## config.mk

```make
export PLATFORM = sky130hd
export DESIGN_NAME = cve2_xif_offload_tracker
export DESIGN_NICKNAME = d
export VERILOG_FILES = /design/src/rtl/cve2_xif_offload_tracker.sv
export SDC_FILE = /design/constraint.sdc
export NUM_CORES = 1
export LEC_CHECK = 0
export BUFFER_PORTS_ARGS = -buffer_cell sky130_fd_sc_hd__buf_4
export CAP_MARGIN = 20
export CORE_MARGIN = 2
export CORE_UTILIZATION = 46
export CTS_BUF_LIST = sky130_fd_sc_hd__clkbuf_8
export DETAILED_ROUTE_END_ITERATION = 10
export PLACE_DENSITY = 0.76
export RECOVER_POWER = 25
export SLEW_MARGIN = 20
export SYNTH_ARGS = -nofsm -noshare
export SYNTH_HDL_FRONTEND = slang
export SYNTH_SLANG_ARGS = --single-unit
```

## constraint.sdc

```tcl
create_clock -name clk_i -period 2.4 [get_ports clk_i]
set_input_delay 0.12 -clock clk_i [delete_from_list [all_inputs] [get_ports clk_i]]
set_output_delay 0.12 -clock clk_i [all_outputs]
set_load 0.1 [all_outputs]
```

## src/rtl/cve2_xif_offload_tracker.sv

```systemverilog
// Tracks instructions offloaded over the XIF interface from issue through commit and result
// to in-order retirement. Allocates sequential IDs and flags protocol violations.
module cve2_xif_offload_tracker #(
    parameter int unsigned X_ID_WIDTH = 4,
    parameter int unsigned DEPTH      = 4,
    localparam int unsigned CNT_W     = $clog2(DEPTH + 1)
) (
    input  logic                  clk_i,
    input  logic                  rst_ni,
    input  logic                  issue_fire_i,
    input  logic                  issue_accept_i,
    input  logic                  issue_writeback_i,
    output logic [X_ID_WIDTH-1:0] next_id_o,
    output logic                  full_o,
    input  logic                  commit_valid_i,
    input  logic [X_ID_WIDTH-1:0] commit_id_i,
    input  logic                  commit_kill_i,
    input  logic                  result_fire_i,
    input  logic [X_ID_WIDTH-1:0] result_id_i,
    output logic [CNT_W-1:0]      outstanding_o,
    output logic                  empty_o,
    output logic                  wb_pending_o,
    output logic                  proto_err_o
);

    localparam int unsigned IDX_W = $clog2(DEPTH);

    typedef enum logic [1:0] {
        SlotIdle,
        SlotWaitCommit,
        SlotWaitResult,
        SlotDone
    } slot_state_e;

    slot_state_e [DEPTH-1:0] state_q, state_d;
    logic [DEPTH-1:0]        wb_q, wb_d;
    logic [X_ID_WIDTH-1:0]   head_q, head_d;
    logic [X_ID_WIDTH-1:0]   tail_q, tail_d;
    logic [CNT_W-1:0]        count_q, count_d;
    logic                    err_q, err_d;

    logic [IDX_W-1:0] head_idx, tail_idx, commit_idx, result_idx;
    logic             full, alloc, retire;
    logic             commit_new, commit_ok, result_ok;
    logic             issue_err, commit_err, result_err;

    // ID is live when its distance from the oldest ID is below the occupancy count.
    function automatic logic in_window(input logic [X_ID_WIDTH-1:0] id,
                                       input logic [X_ID_WIDTH-1:0] head,
                                       input logic [CNT_W-1:0]      cnt);
        logic [X_ID_WIDTH-1:0] off;
        off = id - head;
        return 32'(off) < 32'(cnt);
    endfunction

    assign head_idx   = head_q[IDX_W-1:0];
    assign tail_idx   = tail_q[IDX_W-1:0];
    assign commit_idx = commit_id_i[IDX_W-1:0];
    assign result_idx = result_id_i[IDX_W-1:0];

    assign full   = (32'(count_q) == 32'(DEPTH));
    assign alloc  = issue_fire_i & issue_accept_i & ~full;
    assign retire = (count_q != '0) & (state_q[head_idx] == SlotDone);

    // A commit may target the entry allocated in the same cycle; it is not yet in the window.
    assign commit_new = alloc & (commit_id_i == tail_q);
    assign commit_ok  = commit_valid_i &
                        (commit_new |
                         (in_window(commit_id_i, head_q, count_q) &
                          (state_q[commit_idx] == SlotWaitCommit)));
    assign result_ok  = result_fire_i &
                        in_window(result_id_i, head_q, count_q) &
                        (state_q[result_idx] == SlotWaitResult);

    assign issue_err  = issue_fire_i & full;
    assign commit_err = commit_valid_i & ~commit_ok;
    assign result_err = result_fire_i & ~result_ok;

    always_comb begin
        state_d = state_q;
        wb_d    = wb_q;
        for (int s = 0; s < DEPTH; s++) begin
            if (alloc && (IDX_W'(s) == tail_idx)) begin
                state_d[s] = SlotWaitCommit;
                wb_d[s]    = issue_writeback_i;
            end
            if (commit_ok && (IDX_W'(s) == commit_idx)) begin
                state_d[s] = commit_kill_i ? SlotDone : SlotWaitResult;
            end
            if (result_ok && (IDX_W'(s) == result_idx)) begin
                state_d[s] = SlotDone;
            end
            if (retire && (IDX_W'(s) == head_idx)) begin
                state_d[s] = SlotIdle;
                wb_d[s]    = 1'b0;
            end
        end
    end

    always_comb begin
        head_d  = head_q;
        tail_d  = tail_q;
        count_d = count_q;
        err_d   = err_q | issue_err | commit_err | result_err;
        if (alloc) begin
            tail_d = tail_q + 1'b1;
        end
        if (retire) begin
            head_d = head_q + 1'b1;
        end
        count_d = count_q + CNT_W'(alloc) - CNT_W'(retire);
    end

    always_ff @(posedge clk_i or negedge rst_ni) begin
        if (!rst_ni) begin
            state_q <= {DEPTH{SlotIdle}};
            wb_q    <= '0;
            head_q  <= '0;
            tail_q  <= '0;
            count_q <= '0;
            err_q   <= 1'b0;
        end else begin
            state_q <= state_d;
            wb_q    <= wb_d;
            head_q  <= head_d;
            tail_q  <= tail_d;
            count_q <= count_d;
            err_q   <= err_d;
        end
    end

    always_comb begin
        wb_pending_o = 1'b0;
        for (int s = 0; s < DEPTH; s++) begin
            if (wb_q[s] && ((state_q[s] == SlotWaitCommit) || (state_q[s] == SlotWaitResult))) begin
                wb_pending_o = 1'b1;
            end
        end
    end

    assign next_id_o     = tail_q;
    assign outstanding_o = count_q;
    assign full_o        = full;
    assign empty_o       = (count_q == '0);
    assign proto_err_o   = err_q;

endmodule
```

==> out/metrics.cfg <==
[die]
floorplan.initialDensity = 0.4776
fp.dieH_microns = 68.22
dieWidth_microns = 68.22
core_sq_um = 3971
die_footprint_sq_um = 4653
ioPinCount = 27
rows = 23

[detailed_routing]
detail_route.drc_violations = 0
first_iter_violations = 99
num_vias = 1628
post_drt_wl_per_cell_microns = 16.79
dr.pass1.iters = 4
routed_via_density = 5.481
drt.antenna.violating_nets = 0
drt_total_wl_microns = 4986

[finish]
filler_cell_count = 307
areaGrowthSynthToFinish_pct = 36.21
share_of_post_route_cells_with_drive_strength_above_1 = 0.3968
final_net_count = 287
antenna_fix_cells = 0

[clocking]
clk_pin_slew_worst_paths_ns = 0.09
deepest_clock_path_buffer_count = 2
cts_inserted_buffers = 3
clock_tree_from_tritoncts = yes
ctsHtreeMaxLevel = 1
latest_clock_arrival_within_the_worst_skew_pair_ns = 0.28
cts.root.buffer_cell = sky130_fd_sc_hd__clkbuf_8
clkSinkCount = 24

[synthesis]
mappedNetlistArea_sq_um = 1897
synthesis_warning_total = 0
synth_area_leaders = sky130_fd_sc_hd__dfrtp_1 32%, sky130_fd_sc_hd__ha_1 13%, sky130_fd_sc_hd__xnor2_1 6.0%
synth_seq_cells = 24
mappedNetlistNets = 233
ys_async_sr_fraction = 1.000
synthesis.area_per_instance_sq_um = 9.777
netlist-cell-type-count = 46
post-synth-top-count-cell = sky130_fd_sc_hd__dfrtp_1
synthesis.instances = 194
yosys_most_used_dff = sky130_fd_sc_hd__dfrtp_1
synth.yosys.seq_area_share = 0.3166
synth_top_area_share = 0.3166
synth_top_cell_by_area = sky130_fd_sc_hd__dfrtp_1
synthTopCellsByCount = 24 x sky130_fd_sc_hd__dfrtp_1, 20 x sky130_fd_sc_hd__ha_1, 17 x sky130_fd_sc_hd__inv_1
number_of_synthesized_flops_with_an_enable_pin = 0

[hold_path]
hold_path.class = in -> reg

[worst_setup_path]
path_buf_inv = 3
crit_slowest_cell = sky130_fd_sc_hd__dfrtp_2
timing.critical_path.cells = buf_4 -> ha_4 -> inv_2 -> fa_1 -> ha_1 -> a21boi_2 -> o21ai_2 -> o2111ai_2 -> a21oi_4 -> buf_6 -> nand3_4 -> a31oi_4
worst_setup_path_start_kind = flip-flop
crit_required_ns = 2.61
max_stage_delay_ns = 0.42
worst_path_dominant_cell_family = adder cells
worstPathArrival_ns = 2.77
setup.worst_path.class = reg -> reg
path_max_fanout = 5
crit_path_end_kind = flip-flop

[sta]
worst_margin_pin_slew_ns = 1.370
finalCritPeriodShare = 1.066
report.final.slew_viol_count = 0
slew_headroom = 0.08672
report.final.setup_viol = 9
post-route-min-period_ns = 2.559
max_clock_freq_mhz = 390.8
final-hold-violation-count = 0
final.hold.worst_slack_ns = 0.06267
grt_setup_unrepaired = yes
finalWorstSetupSlack_ns = -0.1591
layout_skew_ns = 0.003621

[global_routing]
grtUsageTotal = 0.2264
number_of_global_route_vias_before_repair = 1543
grt_max_degree = 25
grt_pass1_wl_microns = 7679
grt_antenna_before_repair = 0
overflow_left_after_global_routing = 0

[placed_design]
gpl_wtd_cong = 0.8548
place.detailed.hpwl_microns = 3689
port_buffers = 26

[run_status]
failing_checks = setup timing
outcome = finished, violations left

[flow_run]
maxCapViolations = 0

==> area by class of cell <==
type,instances,area (sq um),area share
Clock buffer,3,41.29,0.01598
Tap cell,50,62.56,0.02421
Clock inverter,1,30.03,0.01162
Timing Repair Buffer,50,385.4,0.1492
Sequential cell,24,610.6,0.2363
Inverter,18,75.07,0.02906
Multi-Input combinational cell,151,1379,0.5337
==> cell families after synthesis <==
group           share of synthesized area
simple gates                       0.1946
flops                              0.3166
fa+ha+maj                          0.1636
xor+xnor                          0.09169
compound gates                     0.1405
buf+inv                           0.04089
mux                               0.05211
==> worst register-to-register path, cell delays in order, from the launching register on <==
cell	delay, ns
sky130_fd_sc_hd__dfrtp_2	0.42
sky130_fd_sc_hd__buf_4	0.14
sky130_fd_sc_hd__ha_4	0.15
sky130_fd_sc_hd__inv_2	0.05
sky130_fd_sc_hd__fa_1	0.39
sky130_fd_sc_hd__ha_1	0.30
sky130_fd_sc_hd__a21boi_2	0.16
sky130_fd_sc_hd__o21ai_2	0.14
sky130_fd_sc_hd__o2111ai_2	0.15
sky130_fd_sc_hd__a21oi_4	0.19
sky130_fd_sc_hd__buf_6	0.15
sky130_fd_sc_hd__nand3_4	0.08
sky130_fd_sc_hd__a31oi_4	0.17
==> flip-flops by register name, summed over array words and instances, names as in the netlist <==
signal and cells:
next_id_o 4, outstanding_o 3, state_q 8, head_q 4, proto_err_o 1, wb_q 4
==> worst paths after layout <==
path                            slack [ns]                         end  cells past startpoint                   from
worst max-delay path                 -0.16      state_q[7]$_DFFE_PN0P_                     12  head_q[0]$_DFFE_PN0P_
worst min-delay path                  0.06       proto_err_o$_DFF_PN0_                      2           issue_fire_i
worst max register to register       -0.16      state_q[7]$_DFFE_PN0P_                     12  head_q[0]$_DFFE_PN0P_
worst min register to register        0.49       proto_err_o$_DFF_PN0_                      1  proto_err_o$_DFF_PN0_
max in group asynchronous             0.75  outstanding_o[0]$_DFF_PN0_                      2                 rst_ni
min in group asynchronous             0.67      state_q[1]$_DFFE_PN0P_                      2                 rst_ni
==> through the flow <==
step	util	TNS (ns)	area, sq um	setup slack, ns	std cells
floorplan	-	-1.017	1939	-0.5124	194
global placement	0.5898	-0.4319	2342	-0.1057	289
detailed placement	0.5898	-1.252	2342	-0.2052	289
CTS	0.6367	-0.7688	2529	-0.09839	296
global route	0.6506	-1.859	2584	-0.2370	297
finish	0.6506	-1.142	2584	-0.1591	297
==> cells in the final DEF, fill, tap and decap left out, types with 6 or more instances in the layout <==
master and count:
sky130_fd_sc_hd__buf_4 45, sky130_fd_sc_hd__dfrtp_1 20, sky130_fd_sc_hd__ha_1 16, sky130_fd_sc_hd__nand2_1 15, sky130_fd_sc_hd__xnor2_1 12, sky130_fd_sc_hd__inv_1 11
sky130_fd_sc_hd__nand2b_1 8, sky130_fd_sc_hd__a21oi_1 8, sky130_fd_sc_hd__nand3_1 7, sky130_fd_sc_hd__nor3_1 6
==> layer usage <==
| layer | vias to the layer above | share of wire | global-route usage |
|---|---|---|---|
| met1 | 782 | 0.44 | 0.3146 |
| met4 | 0 | 0.016 | 0.08500 |
| met5 | - | 0 | 0 |
| li1 | 787 | - | - |
| met3 | 7 | 0.045 | 0.02467 |
| met2 | 52 | 0.50 | 0.3629 |
==> what timing repair did <==
| action | in CTS | in global routing |
|---|---|---|
| pin swaps | 23 | 9 |
| setup endpoints to repair | 10 | 11 |
| setup buffers | 2 | 1 |
| hold endpoints to repair | 24 | 0 |
| hold buffers | 1 | 0 |
| gates resized for setup | 24 | 9 |
Power is left out: the tool's default activity adds up to more than one toggle a clock period on the data nets, which glitch-free logic cannot reach.
